<file path="src/rtl/rv32_decode_pkg.sv">
// Shared types and opcode constants for the RV32I decode stage.
// An illegal instruction carries no class: wb_sel, imm_type and all enables read 0.
package rv32_decode_pkg;

    localparam logic [4:0] OPC_LOAD   = 5'b00000;
    localparam logic [4:0] OPC_OP_IMM = 5'b00100;
    localparam logic [4:0] OPC_AUIPC  = 5'b00101;
    localparam logic [4:0] OPC_STORE  = 5'b01000;
    localparam logic [4:0] OPC_OP     = 5'b01100;
    localparam logic [4:0] OPC_LUI    = 5'b01101;
    localparam logic [4:0] OPC_BRANCH = 5'b11000;
    localparam logic [4:0] OPC_JALR   = 5'b11001;
    localparam logic [4:0] OPC_JAL    = 5'b11011;

    typedef enum logic [2:0] {
        WB_ALU    = 3'd0,
        WB_LOAD   = 3'd1,
        WB_IMM    = 3'd2,
        WB_IADDER = 3'd3,
        WB_PC4    = 3'd4
    } wb_sel_t;

    typedef enum logic [2:0] {
        IMM_NONE = 3'd0,
        IMM_I    = 3'd1,
        IMM_S    = 3'd2,
        IMM_B    = 3'd3,
        IMM_U    = 3'd4,
        IMM_J    = 3'd5
    } imm_type_t;

    typedef struct packed {
        logic [31:0] pc;
        logic [4:0]  rd;
        logic [4:0]  rs1;
        logic [4:0]  rs2;
        logic [3:0]  alu_opcode;
        wb_sel_t     wb_sel;
        imm_type_t   imm_type;
        logic        mem_wr_req;
        logic [1:0]  load_size;
        logic        load_unsigned;
        logic        alu_src;
        logic        iadder_src;
        logic        wr_en;
        logic        muldiv;
        logic        illegal;
    } decode_t;

endpackage

</file>
<file path="src/rtl/rv32_decode_if.sv">
// Upstream/downstream handshake bundle of the decode stage.
interface rv32_decode_if #(parameter int CNT_W = 16);
    logic [31:0]      instr_in;
    logic [31:0]      pc_in;
    logic             valid_in;
    logic             ready_out;
    logic             flush_in;
    logic             valid_out;
    logic             ready_in;
    logic [31:0]      pc_out;
    logic [4:0]       rd_addr_out;
    logic [4:0]       rs1_addr_out;
    logic [4:0]       rs2_addr_out;
    logic [3:0]       alu_opcode_out;
    logic [2:0]       wb_mux_sel_out;
    logic [2:0]       imm_type_out;
    logic             mem_wr_req_out;
    logic [1:0]       load_size_out;
    logic             load_unsigned_out;
    logic             alu_src_out;
    logic             iadder_src_out;
    logic             wr_en_out;
    logic             muldiv_out;
    logic             illegal_out;
    logic [CNT_W-1:0] illegal_cnt_out;

    modport master (
        output instr_in, pc_in, valid_in, flush_in, ready_in,
        input  ready_out, valid_out, pc_out, rd_addr_out, rs1_addr_out, rs2_addr_out,
               alu_opcode_out, wb_mux_sel_out, imm_type_out, mem_wr_req_out, load_size_out,
               load_unsigned_out, alu_src_out, iadder_src_out, wr_en_out, muldiv_out,
               illegal_out, illegal_cnt_out
    );

    modport slave (
        input  instr_in, pc_in, valid_in, flush_in, ready_in,
        output ready_out, valid_out, pc_out, rd_addr_out, rs1_addr_out, rs2_addr_out,
               alu_opcode_out, wb_mux_sel_out, imm_type_out, mem_wr_req_out, load_size_out,
               load_unsigned_out, alu_src_out, iadder_src_out, wr_en_out, muldiv_out,
               illegal_out, illegal_cnt_out
    );
endinterface

</file>
<file path="src/rtl/rv32_decode_comb.sv">
// Purely combinational RV32I(+M) instruction decoder producing one FIFO payload.
module rv32_decode_comb
    import rv32_decode_pkg::*;
#(
    parameter bit ENABLE_M = 1'b0
) (
    input  logic [31:0] instr_i,
    input  logic [31:0] pc_i,
    output decode_t     dec_o
);

    logic [4:0] opc;
    logic [2:0] f3;
    logic [6:0] f7;
    logic std, is_lui, is_auipc, is_jal, is_jalr, is_br, is_load, is_store, is_opimm, is_op;
    logic op_ok, opimm_ok, legal;

    assign opc = instr_i[6:2];
    assign f3  = instr_i[14:12];
    assign f7  = instr_i[31:25];
    assign std = (instr_i[1:0] == 2'b11);

    assign is_lui   = std && (opc == OPC_LUI);
    assign is_auipc = std && (opc == OPC_AUIPC);
    assign is_jal   = std && (opc == OPC_JAL);
    assign is_jalr  = std && (opc == OPC_JALR);
    assign is_br    = std && (opc == OPC_BRANCH);
    assign is_load  = std && (opc == OPC_LOAD);
    assign is_store = std && (opc == OPC_STORE);
    assign is_opimm = std && (opc == OPC_OP_IMM);
    assign is_op    = std && (opc == OPC_OP);

    // funct7 0100000 is only meaningful for SUB and SRA
    assign op_ok = (f7 == 7'b0000000)
                || ((f7 == 7'b0100000) && ((f3 == 3'b000) || (f3 == 3'b101)))
                || (ENABLE_M && (f7 == 7'b0000001));
    assign opimm_ok = (f3 == 3'b001) ? (f7 == 7'b0000000) :
                      (f3 == 3'b101) ? ((f7 == 7'b0000000) || (f7 == 7'b0100000)) : 1'b1;

    assign legal = is_lui || is_auipc || is_jal
                || (is_jalr && (f3 == 3'b000))
                || (is_br && (f3[2:1] != 2'b01))
                || (is_load && !((f3 == 3'b011) || (f3[2:1] == 2'b11)))
                || (is_store && (f3 <= 3'b010))
                || (is_opimm && opimm_ok)
                || (is_op && op_ok);

    always_comb begin
        dec_o               = '0;
        dec_o.pc            = pc_i;
        dec_o.rd            = instr_i[11:7];
        dec_o.rs1           = instr_i[19:15];
        dec_o.rs2           = instr_i[24:20];
        dec_o.alu_opcode    = {(is_op || (is_opimm && (f3 == 3'b101))) && instr_i[30], f3};
        dec_o.load_size     = f3[1:0];
        dec_o.load_unsigned = f3[2];
        dec_o.alu_src       = instr_i[5];
        dec_o.illegal       = !legal;
        if (legal) begin
            if (is_load)              dec_o.wb_sel = WB_LOAD;
            else if (is_lui)          dec_o.wb_sel = WB_IMM;
            else if (is_auipc)        dec_o.wb_sel = WB_IADDER;
            else if (is_jal || is_jalr) dec_o.wb_sel = WB_PC4;

            if (is_opimm || is_load || is_jalr) dec_o.imm_type = IMM_I;
            else if (is_store)                  dec_o.imm_type = IMM_S;
            else if (is_br)                     dec_o.imm_type = IMM_B;
            else if (is_lui || is_auipc)        dec_o.imm_type = IMM_U;
            else if (is_jal)                    dec_o.imm_type = IMM_J;

            dec_o.mem_wr_req = is_store;
            dec_o.iadder_src = is_load || is_store || is_jalr;
            dec_o.wr_en      = is_lui || is_auipc || is_jal || is_jalr || is_op || is_opimm || is_load;
            dec_o.muldiv     = is_op && (f7 == 7'b0000001);
        end
    end

endmodule

</file>
<file path="src/rtl/rv32_decode_stage.sv">
// RV32I decode stage: combinational decode into a small output FIFO with flush
// support and a saturating illegal-instruction counter.
module rv32_decode_stage
    import rv32_decode_pkg::*;
#(
    parameter int DEPTH    = 2,
    parameter bit ENABLE_M = 1'b0,
    parameter int CNT_W    = 16
) (
    input logic          clk_in,
    input logic          reset_in,
    rv32_decode_if.slave bus
);

    localparam int AW = (DEPTH > 1) ? $clog2(DEPTH) : 1;
    localparam int CW = AW + 1;

    decode_t          mem_q [DEPTH];
    logic [AW-1:0]    wr_ptr_q, rd_ptr_q;
    logic [CW-1:0]    count_q;
    logic [CNT_W-1:0] ill_cnt_q;
    decode_t          dec_d, head;
    logic             full, empty, push, pop;

    rv32_decode_comb #(.ENABLE_M(ENABLE_M)) u_comb (
        .instr_i (bus.instr_in),
        .pc_i    (bus.pc_in),
        .dec_o   (dec_d)
    );

    assign full  = (count_q == CW'(DEPTH));
    assign empty = (count_q == '0);
    assign push  = bus.valid_in && !full && !bus.flush_in;
    assign pop   = !empty && bus.ready_in && !bus.flush_in;

    always_ff @(posedge clk_in) begin
        if (reset_in) begin
            wr_ptr_q  <= '0;
            rd_ptr_q  <= '0;
            count_q   <= '0;
            ill_cnt_q <= '0;
        end else if (bus.flush_in) begin
            wr_ptr_q <= '0;
            rd_ptr_q <= '0;
            count_q  <= '0;
        end else begin
            if (push) wr_ptr_q <= wr_ptr_q + 1'b1;
            if (pop)  rd_ptr_q <= rd_ptr_q + 1'b1;
            case ({push, pop})
                2'b10:   count_q <= count_q + 1'b1;
                2'b01:   count_q <= count_q - 1'b1;
                default: ;
            endcase
            if (push && dec_d.illegal && !(&ill_cnt_q)) ill_cnt_q <= ill_cnt_q + 1'b1;
        end
    end

    // Payload storage carries no reset; an empty FIFO masks the head to zero.
    always_ff @(posedge clk_in) begin
        if (push) mem_q[wr_ptr_q] <= dec_d;
    end

    assign head = empty ? decode_t'('0) : mem_q[rd_ptr_q];

    assign bus.ready_out         = !full;
    assign bus.valid_out         = !empty;
    assign bus.pc_out            = head.pc;
    assign bus.rd_addr_out       = head.rd;
    assign bus.rs1_addr_out      = head.rs1;
    assign bus.rs2_addr_out      = head.rs2;
    assign bus.alu_opcode_out    = head.alu_opcode;
    assign bus.wb_mux_sel_out    = head.wb_sel;
    assign bus.imm_type_out      = head.imm_type;
    assign bus.mem_wr_req_out    = head.mem_wr_req;
    assign bus.load_size_out     = head.load_size;
    assign bus.load_unsigned_out = head.load_unsigned;
    assign bus.alu_src_out       = head.alu_src;
    assign bus.iadder_src_out    = head.iadder_src;
    assign bus.wr_en_out         = head.wr_en;
    assign bus.muldiv_out        = head.muldiv;
    assign bus.illegal_out       = head.illegal;
    assign bus.illegal_cnt_out   = ill_cnt_q;

endmodule

</file>
<file path="src/flat_wrapper.sv">
// flat-port wrapper written by rule: the top's interface ports become plain ports
module rv32_decode_stage_flat import rv32_decode_pkg::*;
#(
    parameter int DEPTH    = 2,
    parameter bit ENABLE_M = 1'b0,
    parameter int CNT_W    = 16
)
  (clk_in, reset_in, bus_instr_in, bus_pc_in, bus_valid_in, bus_flush_in, bus_ready_in, bus_ready_out, bus_valid_out, bus_pc_out, bus_rd_addr_out, bus_rs1_addr_out, bus_rs2_addr_out, bus_alu_opcode_out, bus_wb_mux_sel_out, bus_imm_type_out, bus_mem_wr_req_out, bus_load_size_out, bus_load_unsigned_out, bus_alu_src_out, bus_iadder_src_out, bus_wr_en_out, bus_muldiv_out, bus_illegal_out, bus_illegal_cnt_out);
  rv32_decode_if #(.CNT_W(CNT_W)) bus_i ();
  input logic clk_in;
  input logic reset_in;
  input wire logic [$bits(bus_i.instr_in)-1:0] bus_instr_in;
  input wire logic [$bits(bus_i.pc_in)-1:0] bus_pc_in;
  input wire logic [$bits(bus_i.valid_in)-1:0] bus_valid_in;
  input wire logic [$bits(bus_i.flush_in)-1:0] bus_flush_in;
  input wire logic [$bits(bus_i.ready_in)-1:0] bus_ready_in;
  output wire logic [$bits(bus_i.ready_out)-1:0] bus_ready_out;
  output wire logic [$bits(bus_i.valid_out)-1:0] bus_valid_out;
  output wire logic [$bits(bus_i.pc_out)-1:0] bus_pc_out;
  output wire logic [$bits(bus_i.rd_addr_out)-1:0] bus_rd_addr_out;
  output wire logic [$bits(bus_i.rs1_addr_out)-1:0] bus_rs1_addr_out;
  output wire logic [$bits(bus_i.rs2_addr_out)-1:0] bus_rs2_addr_out;
  output wire logic [$bits(bus_i.alu_opcode_out)-1:0] bus_alu_opcode_out;
  output wire logic [$bits(bus_i.wb_mux_sel_out)-1:0] bus_wb_mux_sel_out;
  output wire logic [$bits(bus_i.imm_type_out)-1:0] bus_imm_type_out;
  output wire logic [$bits(bus_i.mem_wr_req_out)-1:0] bus_mem_wr_req_out;
  output wire logic [$bits(bus_i.load_size_out)-1:0] bus_load_size_out;
  output wire logic [$bits(bus_i.load_unsigned_out)-1:0] bus_load_unsigned_out;
  output wire logic [$bits(bus_i.alu_src_out)-1:0] bus_alu_src_out;
  output wire logic [$bits(bus_i.iadder_src_out)-1:0] bus_iadder_src_out;
  output wire logic [$bits(bus_i.wr_en_out)-1:0] bus_wr_en_out;
  output wire logic [$bits(bus_i.muldiv_out)-1:0] bus_muldiv_out;
  output wire logic [$bits(bus_i.illegal_out)-1:0] bus_illegal_out;
  output wire logic [$bits(bus_i.illegal_cnt_out)-1:0] bus_illegal_cnt_out;
  assign bus_i.instr_in = bus_instr_in;
  assign bus_i.pc_in = bus_pc_in;
  assign bus_i.valid_in = bus_valid_in;
  assign bus_i.flush_in = bus_flush_in;
  assign bus_i.ready_in = bus_ready_in;
  assign bus_ready_out = bus_i.ready_out;
  assign bus_valid_out = bus_i.valid_out;
  assign bus_pc_out = bus_i.pc_out;
  assign bus_rd_addr_out = bus_i.rd_addr_out;
  assign bus_rs1_addr_out = bus_i.rs1_addr_out;
  assign bus_rs2_addr_out = bus_i.rs2_addr_out;
  assign bus_alu_opcode_out = bus_i.alu_opcode_out;
  assign bus_wb_mux_sel_out = bus_i.wb_mux_sel_out;
  assign bus_imm_type_out = bus_i.imm_type_out;
  assign bus_mem_wr_req_out = bus_i.mem_wr_req_out;
  assign bus_load_size_out = bus_i.load_size_out;
  assign bus_load_unsigned_out = bus_i.load_unsigned_out;
  assign bus_alu_src_out = bus_i.alu_src_out;
  assign bus_iadder_src_out = bus_i.iadder_src_out;
  assign bus_wr_en_out = bus_i.wr_en_out;
  assign bus_muldiv_out = bus_i.muldiv_out;
  assign bus_illegal_out = bus_i.illegal_out;
  assign bus_illegal_cnt_out = bus_i.illegal_cnt_out;
  rv32_decode_stage #(.DEPTH(DEPTH), .ENABLE_M(ENABLE_M), .CNT_W(CNT_W)) u_core (.clk_in(clk_in), .reset_in(reset_in), .bus(bus_i));
endmodule
</file>
<file path="config.mk">
export PLATFORM = sky130hd
export DESIGN_NAME = rv32_decode_stage_flat
export DESIGN_NICKNAME = d
export VERILOG_FILES = /design/src/rtl/rv32_decode_pkg.sv /design/src/rtl/rv32_decode_if.sv /design/src/rtl/rv32_decode_comb.sv /design/src/rtl/rv32_decode_stage.sv /design/src/flat_wrapper.sv
export SDC_FILE = /design/constraint.sdc
export NUM_CORES = 1
export LEC_CHECK = 0
export CAP_MARGIN = 20
export CORE_MARGIN = 2
export CORE_UTILIZATION = 41
export CTS_BUF_LIST = sky130_fd_sc_hd__clkbuf_4 sky130_fd_sc_hd__clkbuf_8 sky130_fd_sc_hd__clkbuf_16
export CTS_CLUSTER_DIAMETER = 100
export DETAILED_ROUTE_END_ITERATION = 8
export GPL_TIMING_DRIVEN = 0
export PLACE_DENSITY_LB_ADDON = 0.12
export RECOVER_POWER = 50
export SYNTH_ARGS = -nofsm -noshare
export SYNTH_HDL_FRONTEND = slang
export SYNTH_HIERARCHICAL = 1
export SYNTH_SLANG_ARGS = --single-unit
</file>
<file path="constraint.sdc">
create_clock -name clk_in -period 10.5 [get_ports clk_in]
set_input_delay 2.1 -clock clk_in [delete_from_list [all_inputs] [get_ports clk_in]]
set_output_delay 2.1 -clock clk_in [all_outputs]
set_load 0.005 [all_outputs]
</file>
==> run metrics, run 1 <==
core area around 17,000 µm²; # diodes 0; Final setup viols 0; Area Growth Syn to Fin 27.6%; Clock transition at path regs 0.06 ns; CP startpoint kind input port; Post-CTS Setup Bufs 0; WP data arrival approximately 4.9 ns; clk root buf clkbuf_16; dpl hpwl between 10,000 and 15,000 µm; crit path max fanout 11; cts-stage hold buffer count 0; FMAX 0.211 GHz; Post-synth top flop edfxtp_1; Crit Reg-Reg Endpoint u_core/mem_q[0][38]$_DFFE_PP_; ys async rst share 0%; die area 18,300 µm²; initial antenna violation count 0; status completed; Final nets between 700 and 800; Final Critical Period approximately 4.7 ns; WHS between 0.5 and 0.6 ns; Worst EP required about 11 ns; RSZ-0062 raised after global routing no; first-pass GRT wire length ~22,000 µm; end of the critical path u_core/mem_q[0][38]$_DFFE_PP_; Least-Margin Pin Slew between 1 and 1.5 ns; largest net degree at the start of global routing 42; Die Y about 140 µm; GPL Wtd Cong between 0.8 and 0.9; yosys warns 6; hold crit path type reg2reg; PortBufs between 100 and 150; GRT Total Usage between 15 and 20%; Seq/Total Area, Yosys 61.9%; syn nets about 600; pwr/cell area around 160 nW/µm²; register-to-register setup slack roughly 7.5 ns; # clock sinks 153; Post-CTS Resized 0; total gr overflow 0; Cell Rows 48; Cells after Synth roughly 530; vias in the first global route ~4,500; Initial DRT Pass Iterations 4; # IOs between 150 and 200; starting density of the core between 40% and 50%; EDFF count, synth 132; worst ir drop on vdd 0.112 mV; CP Capture Type register; final core utilization 52.8%; Final Hold Vio Count 0; Max clock buf depth 2; Vias per Instance just under 5; r2r startpoint u_core/count_q[0]$_SDFFE_PP0P_; Worst-Skew Late Latency 0.42 ns; Slew Limit Fails 0; CP startpoint bus_valid_in; Avg Cell Area, Syn between 10 and 15 µm²; P_leak 3.09 nW; clock skew about 0.0086 ns; CTS tree done; Unique masters post-synth 58; H-tree lvl count 4; Routed WL per cell approximately 16 µm; Vias between 4,000 and 5,000; flops & latches, synth between 150 and 200; Cell Area, Synth 7080 µm²; drt drc 0; Final period util a little under half; share of layout cells above drive strength 1 between 10% and 20%; antenna viol nets, final 0; die width around 140 µm; worst r2r path cells 7; Slew HR slightly below 7%; Total Wirelength 14,300 µm; CTS Buf Count 17; drt initial violations between 200 and 250; # Max-Cap Violations 0; critical path class in2reg
[sequential cells by signal (all words and copies together) (netlist names), named ones only]
register	count
u_core/mem_q	132
u_core/wr_ptr_q	1
u_core/rd_ptr_q	1
u_core/count_q	2
u_core/bus.illegal_cnt_out	16
[cell usage in the layout, fill, tap and decap left out, types with 12 or more instances in the layout]
cell type	n
edfxtp_1	132
nor2_1	91
clkdlybuf4s50_1	79
mux2i_1	68
clkbuf_4	40
clkbuf_1	27
dlygate4sd3_1	22
dfxtp_1	21
clkbuf_16	17
nor2b_1	13
nand2_1	12
[metal layers]
| layer | track usage (%) | part of all wire, % | wire length [µm] |
|---|---|---|---|
| met4 | 5.73 | 1.1 | 160 |
| met3 | 3.74 | 4.4 | 627 |
| met5 | 0 | 0 | 0 |
| met1 | 19.4 | 44 | 6230 |
| met2 | 27.9 | 51 | 7290 |
[where the power goes]
| part | total (mW) | internal, mW | switching [mW] |
|---|---|---|---|
| Clock | 0.652 | 0.421 | 0.230 |
| Combinational | 0.0997 | 0.0496 | 0.0501 |
| Sequential | 0.681 | 0.676 | 0.00434 |
| Total | 1.43 | 1.15 | 0.285 |
[synthesized netlist by cell type (all sizes together) (2+ instances only)]
library cell | number | area [µm²]
edfxtp | 132 | 3960
nor2 | 92 | 353
buf | 71 | 507
mux2i | 68 | 681
dfxtp | 21 | 420
mux2 | 14 | 191
nor2b | 13 | 81.3
nand2 | 12 | 45.0
nand3 | 11 | 65.1
a21oi | 10 | 57.6
clkbuf | 10 | 38.8
nor3 | 9 | 56.3
nand2b | 6 | 37.5
nand4 | 6 | 52.6
nor4 | 6 | 50.0
a211oi | 5 | 65.1
inv | 5 | 18.8
o21ai | 5 | 25.0
xor2 | 4 | 35.0
nor4b | 3 | 45.0
a2111oi | 2 | 42.5
a31oi | 2 | 12.5
and2b | 2 | 17.5
and3 | 2 | 12.5
and3b | 2 | 17.5
and4 | 2 | 20.0
nor3b | 2 | 15.0
o2bb2ai | 2 | 17.5
o32ai | 2 | 43.8
[final cells by class]
cell class                 instances  area [µm²]
fill                            1512        8080
sequential                       153        4380
multi-input combinational        293        2130
timing repair buffer             109        1090
buffer                            81         489
clock buffer                      18         433
tap                              225         282
clock inverter                    13         201
inverter                           5        18.8
[cell families after synthesis]
group	synth area share [%]
other	0.0529
DFF	61.9
xor gates and xnor gates	0.494
muxes	12.3
buffers and inverters	7.97
AOI/OAI and AO/OA	4.35
adders and majority gates	0.177
and+or+nand+nor	12.8
[metrics by stage]
| stage | cell area, µm² | power [mW] | worst slack [ns] | instances | TNS (ns) |
|---|---|---|---|---|---|
| 4_1_cts | 9120 | 1.45 | 5.63 | 897 | 0 |
| 3_5_place_dp | 8490 | 0.799 | 5.41 | 866 | 0 |
| 6_report | 9040 | 1.43 | 5.76 | 897 | 0 |
| 3_3_place_gp | 8380 | 0.796 | -0.198 | 858 | -12.80 |
| 5_1_grt | 9040 | 1.48 | 5.52 | 897 | 0 |
| 2_1_floorplan | 7080 | 0.753 | 3.28 | 532 | 0 |
[worst min path at each step]
stage	startpoint	to	depth (start not counted)
3_5_place_dp	u_core/bus.illegal_cnt_out[9]$_SDFFE_PP0P_	u_core/bus.illegal_cnt_out[9]$_SDFFE_PP0P_	2
4_1_cts	u_core/bus.illegal_cnt_out[9]$_SDFFE_PP0P_	u_core/bus.illegal_cnt_out[9]$_SDFFE_PP0P_	2
2_1_floorplan	u_core/bus.illegal_cnt_out[9]$_SDFFE_PP0P_	u_core/bus.illegal_cnt_out[9]$_SDFFE_PP0P_	2
5_1_grt	u_core/bus.illegal_cnt_out[9]$_SDFFE_PP0P_	u_core/bus.illegal_cnt_out[9]$_SDFFE_PP0P_	2
3_3_place_gp	u_core/bus.illegal_cnt_out[9]$_SDFFE_PP0P_	u_core/bus.illegal_cnt_out[9]$_SDFFE_PP0P_	2
6_report	u_core/bus.illegal_cnt_out[9]$_SDFFE_PP0P_	u_core/bus.illegal_cnt_out[9]$_SDFFE_PP0P_	2
[worst max-delay path: stages]
cell and delay (ns):
dlygate4sd3_1 0.66, nand2_1 0.13, nor3_1 0.69, clkbuf_1 0.42, clkbuf_1 0.52, buf_4 0.32
Note: power is estimated with default switching activity, not from simulation.
==> run 2, diff against run 1 <==
- clock period: 10.5 -> 4.4 ns (I/O delays scaled with it)
==> run metrics, run 2 (synthesis gave the netlist of run 1 again) <==
status finished with violations (was completed); failing checks capacitance limit, slew limit; largest net degree at the start of global routing 50 (was 42); P_leak 3.07 nW (was 3.09 nW); CP Capture Type register (unchanged); cts-stage hold buffer count 0 (unchanged); worst r2r path cells 4 (was 7); pwr/cell area 366 nW/µm² (was 159 nW/µm²); first-pass GRT wire length 22,100 µm (was 22,500 µm); CTS tree done (unchanged); r2r startpoint u_core/count_q[0]$_SDFFE_PP0P_ (unchanged); WHS 0.534 ns (was 0.526 ns); post-place setup slack 0.471 ns (was 5.41 ns); Final nets 726 (was 730); fillers 1,475 (was 1,512); Max clock buf depth 2 (unchanged); commonest cells after routing, fill and taps aside 132 x edfxtp_1, 91 x nor2_1, 78 x clkdlybuf4s50_1 (was 132 x edfxtp_1, 91 x nor2_1, 79 x clkdlybuf4s50_1); critical path class in2reg (unchanged); Vias per Instance 4.95 (about the same); Routed WL per cell 15.7 µm (was 15.9 µm); area occupied by multi-input gates 2140 µm² (was 2130 µm²); WHS Path Cells 2 (unchanged); antenna viol nets, final 0 (unchanged); final worst-path setup slack 0.588 ns (was 5.76 ns); Crit Reg-Reg Endpoint u_core/mem_q[1][65]$_DFFE_PP_ (was u_core/mem_q[0][38]$_DFFE_PP_); GRT Total Usage 15.9% (was 16.0%); # clock sinks 153 (unchanged); Reg area 4380 µm² (unchanged); H-tree lvl count 4 (unchanged); Total Wirelength 14,100 µm (was 14,300 µm); Reg with most FFs u_core/mem_q (unchanged); slowest stage delay, CP 1.12 ns (was 0.69 ns); Initial DRT Pass Iterations 4 (unchanged); hold crit path type reg2reg (unchanged); total power 3.29 mW (was 1.43 mW); starting density of the core 41.4% (unchanged); Least-Margin Pin Slew 1.65 ns (was 1.40 ns); Setup Total Neg Slack 0 ns (unchanged); # Max-Cap Violations 1 (was 0); CP max-delay cell clkbuf_2 (was nor3_1); Final Critical Period around 3.8 ns; Final period util about 87%; die area 18,300 µm² (unchanged); register-to-register setup slack 1.37 ns (was 7.45 ns); CP startpoint kind input port (unchanged); crit path max fanout 49 (was 11); Vias 4,426 (was 4,436); dpl hpwl 9830 µm (was 10,000 µm); share of layout cells above drive strength 1 18.8% (was 17.9%); RSZ-0062 raised after global routing no (unchanged); # IOs 153 (unchanged); GPL Wtd Cong 0.786 (was 0.821); Clock transition at path regs 0.07 ns (was 0.06 ns); Area Growth Syn to Fin 27.1% (was 27.6%); drt drc 0 (unchanged); CP bufs+invs 2 (was 4); Die Y 135 µm (unchanged); Final Hold Vio Count 0 (unchanged); total gr overflow 0 (unchanged); Largest register FFs 132 (unchanged); Slew HR -10.5% (was 6.87%); vias in the first global route 4,415 (was 4,453); final core utilization 52.6% (was 52.8%); FMAX between 0.2 and 0.3 GHz; Post-CTS Resized 0 (unchanged); PortBufs 101 (unchanged); WHS Endpoint u_core/bus.illegal_cnt_out[9]$_SDFFE_PP0P_ (unchanged); worst ir drop on vdd 0.270 mV (was 0.112 mV); initial antenna violation count 0 (unchanged); Cell Rows 48 (unchanged); Final setup viols 0 (unchanged); die width 135 µm (unchanged); clock skew 0.00605 ns (was 0.00863 ns); WP data arrival 3.84 ns (was 4.85 ns); CP top delay family buffers and inverters (unchanged); Worst Hold Launch u_core/bus.illegal_cnt_out[9]$_SDFFE_PP0P_ (unchanged); Slew Limit Fails 18 (was 0); Post-CTS Setup Bufs 0 (unchanged); CTS Buf Count 17 (unchanged); commonest non-fill, non-tap cell in the layout edfxtp_1 (unchanged); Worst EP required 4.43 ns (was 10.61 ns); clk root buf clkbuf_16 (unchanged); crit path cell chain dlygate4sd3_1 -> and2b_1 -> and3_1 -> clkbuf_2 (was dlygate4sd3_1 -> nand2_1 -> nor3_1 -> clkbuf_1 -> clkbuf_1 -> buf_4); drt initial violations 203 (was 244); Worst-Skew Late Latency 0.42 ns (about the same); core area 17,100 µm² (unchanged)
==> run 2: routing by layer <==
metal	up-vias	GRT usage [%]	wire [µm]
li1	2128	-	-
met1	2137	19.6	6230
met2	139	26.7	6880
met3	22	4.08	722
met4	0	6.25	256
met5	-	0	0
==> run 2: how the worst max path moves through the flow <==
| stage | end | slack, ns | cells after the start | startpoint |
|---|---|---|---|---|
| 6_report | u_core/mem_q[1][65]$_DFFE_PP_ | 0.59 | 4 | bus_flush_in |
| 5_1_grt | u_core/mem_q[1][50]$_DFFE_PP_ | 0.37 | 4 | bus_flush_in |
| 4_1_cts | bus_pc_out[11] | 0.75 | 5 | u_core/count_q[1]$_SDFFE_PP0P_ |
| 3_5_place_dp | u_core/bus.illegal_cnt_out[7]$_SDFFE_PP0P_ | 0.47 | 9 | bus_instr_in[14] |
| 3_3_place_gp | u_core/mem_q[0][42]$_DFFE_PP_ | -1.87 | 3 | bus_valid_in |
| 2_1_floorplan | u_core/mem_q[0][0]$_DFFE_PP_ | 0.43 | 2 | bus_valid_in |
==> run 2: per-stage QoR <==
stage	cells	instance area, µm²
finish	895	9000
global route	894	9000
CTS	894	9080
detailed placement	862	8500
global placement	858	8380
floorplan	532	7090
==> run 2: cell type report <==
class                           count  area share (%)
Sequential cell                   153            48.7
Multi-Input combinational cell    293            23.8
Timing Repair Buffer              105            12.2
Buffer                             81            5.56
Clock buffer                       17            4.73
Tap cell                          225            3.13
Clock inverter                     15            1.70
Inverter                            5           0.208
Antenna cell                        1          0.0278
==> run 2: power breakdown <==
part | leakage [nW] | switching, mW | internal [mW] | total (mW)
clock | 0.283 | 0.626 | 0.802 | 1.43
combinational | 1.37 | 0.120 | 0.122 | 0.242
sequential | 1.42 | 0.0102 | 1.61 | 1.62
==> run 2: worst reg2reg max path, delay by kind of cell, from the launching register on <==
family | cells | cell delay, ns
DFF | 1 | 0.41
and+or+nand+nor | 2 | 0.92
buffers and inverters | 2 | 1.28
==> run 3, diff against run 2 <==
- CORE_UTILIZATION: 41 -> 50
==> run metrics, run 3 (synthesis gave the netlist of run 1 again) <==
fillers 1,078 (was 1,475); CP startpoint kind input port (unchanged); Slew HR 22.8% (was -10.5%); status completed (was finished with violations); drt drc 0 (unchanged); dpl hpwl 9640 µm (was 9830 µm); CTS Buf Count 17 (unchanged); Reg area 4380 µm² (unchanged); Post-CTS Resized 0 (unchanged); critical path class in2reg (unchanged); core area 13,900 µm² (was 17,100 µm²); Routed WL per cell 16.2 µm (was 15.7 µm); Least-Margin Pin Slew 1.16 ns (was 1.65 ns); worst ir drop on vdd 0.278 mV (was 0.270 mV); die width 123 µm (was 135 µm); Area Growth Syn to Fin 25.5% (was 27.1%); Reg with most FFs u_core/mem_q (unchanged); P_leak 3.02 nW (was 3.07 nW); total gr overflow 0 (unchanged); clock skew 0.00790 ns (was 0.00605 ns); Vias 4,379 (was 4,426); Final setup viols 0 (unchanged); Worst-Skew Late Latency 0.42 ns (about the same); WP data arrival 3.66 ns (was 3.84 ns); crit path max fanout 19 (was 49); Final nets 727 (was 726); Slew Limit Fails 0 (was 18); drt initial violations 269 (was 203); GRT Total Usage 18.7% (was 15.9%); total power 3.25 mW (was 3.29 mW); share of layout cells above drive strength 1 18.4% (was 18.8%); CP startpoint bus_valid_in (was bus_flush_in); Worst EP required 4.43 ns (about the same); GPL Wtd Cong 0.851 (was 0.786); # IOs 153 (unchanged); Clock transition at path regs 0.06 ns (was 0.07 ns); PortBufs 101 (unchanged); starting density of the core 51.0% (was 41.4%); Initial DRT Pass Iterations 5 (was 4); # Max-Cap Violations 0 (was 1); Largest register FFs 132 (unchanged); initial antenna violation count 0 (unchanged); Worst Hold Launch u_core/bus.illegal_cnt_out[9]$_SDFFE_PP0P_ (unchanged); antenna viol nets, final 0 (unchanged); Die Y 123 µm (was 135 µm); final core utilization 64.0% (was 52.6%); Cell Rows 43 (was 48); FMAX 0.275 GHz (was 0.262 GHz); H-tree lvl count 4 (unchanged); commonest non-fill, non-tap cell in the layout edfxtp_1 (unchanged); hold crit path type reg2reg (unchanged); first-pass GRT wire length 21,500 µm (was 22,100 µm); WHS 0.525 ns (was 0.534 ns); pwr/cell area 366 nW/µm² (about the same); Vias per Instance 5.15 (was 4.95); cts-stage hold buffer count 0 (unchanged); Final Hold Vio Count 0 (unchanged); Final period util 82.6% (was 86.6%); RSZ-0062 raised after global routing no (unchanged); Post-CTS Setup Bufs 0 (unchanged); Total Wirelength 13,800 µm (was 14,100 µm); CP Capture Type register (unchanged); commonest cells after routing, fill and taps aside 132 x edfxtp_1, 91 x nor2_1, 82 x clkdlybuf4s50_1 (was 132 x edfxtp_1, 91 x nor2_1, 78 x clkdlybuf4s50_1); largest net degree at the start of global routing 35 (was 50); # clock sinks 153 (unchanged); CTS tree done (unchanged); area occupied by multi-input gates 2140 µm² (unchanged); clk root buf clkbuf_16 (unchanged); # diodes 0 (was 1); r2r startpoint u_core/count_q[0]$_SDFFE_PP0P_ (unchanged); vias in the first global route 4,376 (was 4,415); Max clock buf depth 2 (unchanged); die area 15,100 µm² (was 18,300 µm²); Final Critical Period 3.63 ns (was 3.81 ns)
-- run 3: cell count changes in the layout (fill, tap and decap cells not counted), moves of 4 or more --
cell / previous run / this run
dlygate4sd3_1: 23 / 19
inv_6: 6 / 0
inv_8: 4 / 0
clkdlybuf4s50_1: 78 / 82
-- run 3: layer usage --
layer / routed length (µm) / GRT usage [%]
met1: 5900 / 22.5
met5: 0 / 0
met2: 6890 / 32.3
met4: 287 / 7.88
met3: 706 / 4.29
-- run 3: area by class of cell --
type | count | area share, %
flip-flops and latches | 153 | 49.3
multi-input cells | 293 | 24.1
repair buffers | 106 | 11.8
plain buffers | 81 | 5.67
clock buffers | 19 | 4.96
well taps | 180 | 2.53
clock inverters | 13 | 1.46
inverters | 5 | 0.211
-- run 3: report_power, final --
group / leakage [nW] / switching, mW / internal (mW)
Sequential: 1.42 / 0.0106 / 1.61
Clock: 0.269 / 0.550 / 0.840
Combinational: 1.33 / 0.118 / 0.116
Total: 3.02 / 0.679 / 2.57
-- run 3: through the flow --
stage | setup TNS (ns) | std cells | setup WS [ns] | instance area, µm²
floorplan | 0 | 532 | 0.431 | 7090
global placement | -132.30 | 813 | -1.68 | 8330
detailed placement | 0 | 818 | 0.449 | 8450
CTS | 0 | 850 | 0.807 | 9020
global route | 0 | 850 | 0.510 | 8890
finish | 0 | 850 | 0.767 | 8890
-- run 3: path summary, 6_finish.rpt --
kind / endpoint / slack (ns) / cells past startpoint
max reg2reg: u_core/mem_q[0][29]$_DFFE_PP_ / 1.25 / 6
max: u_core/mem_q[0][29]$_DFFE_PP_ / 0.77 / 5
min: u_core/bus.illegal_cnt_out[9]$_SDFFE_PP0P_ / 0.53 / 2
min reg2reg: u_core/bus.illegal_cnt_out[9]$_SDFFE_PP0P_ / 0.53 / 2
-- run 3: worst max-delay path, stage by stage --
cell	delay, ns
dlygate4sd3_1	0.68
nand2_1	0.13
nor3_1	0.27
clkbuf_1	0.76
clkbuf_1	0.92
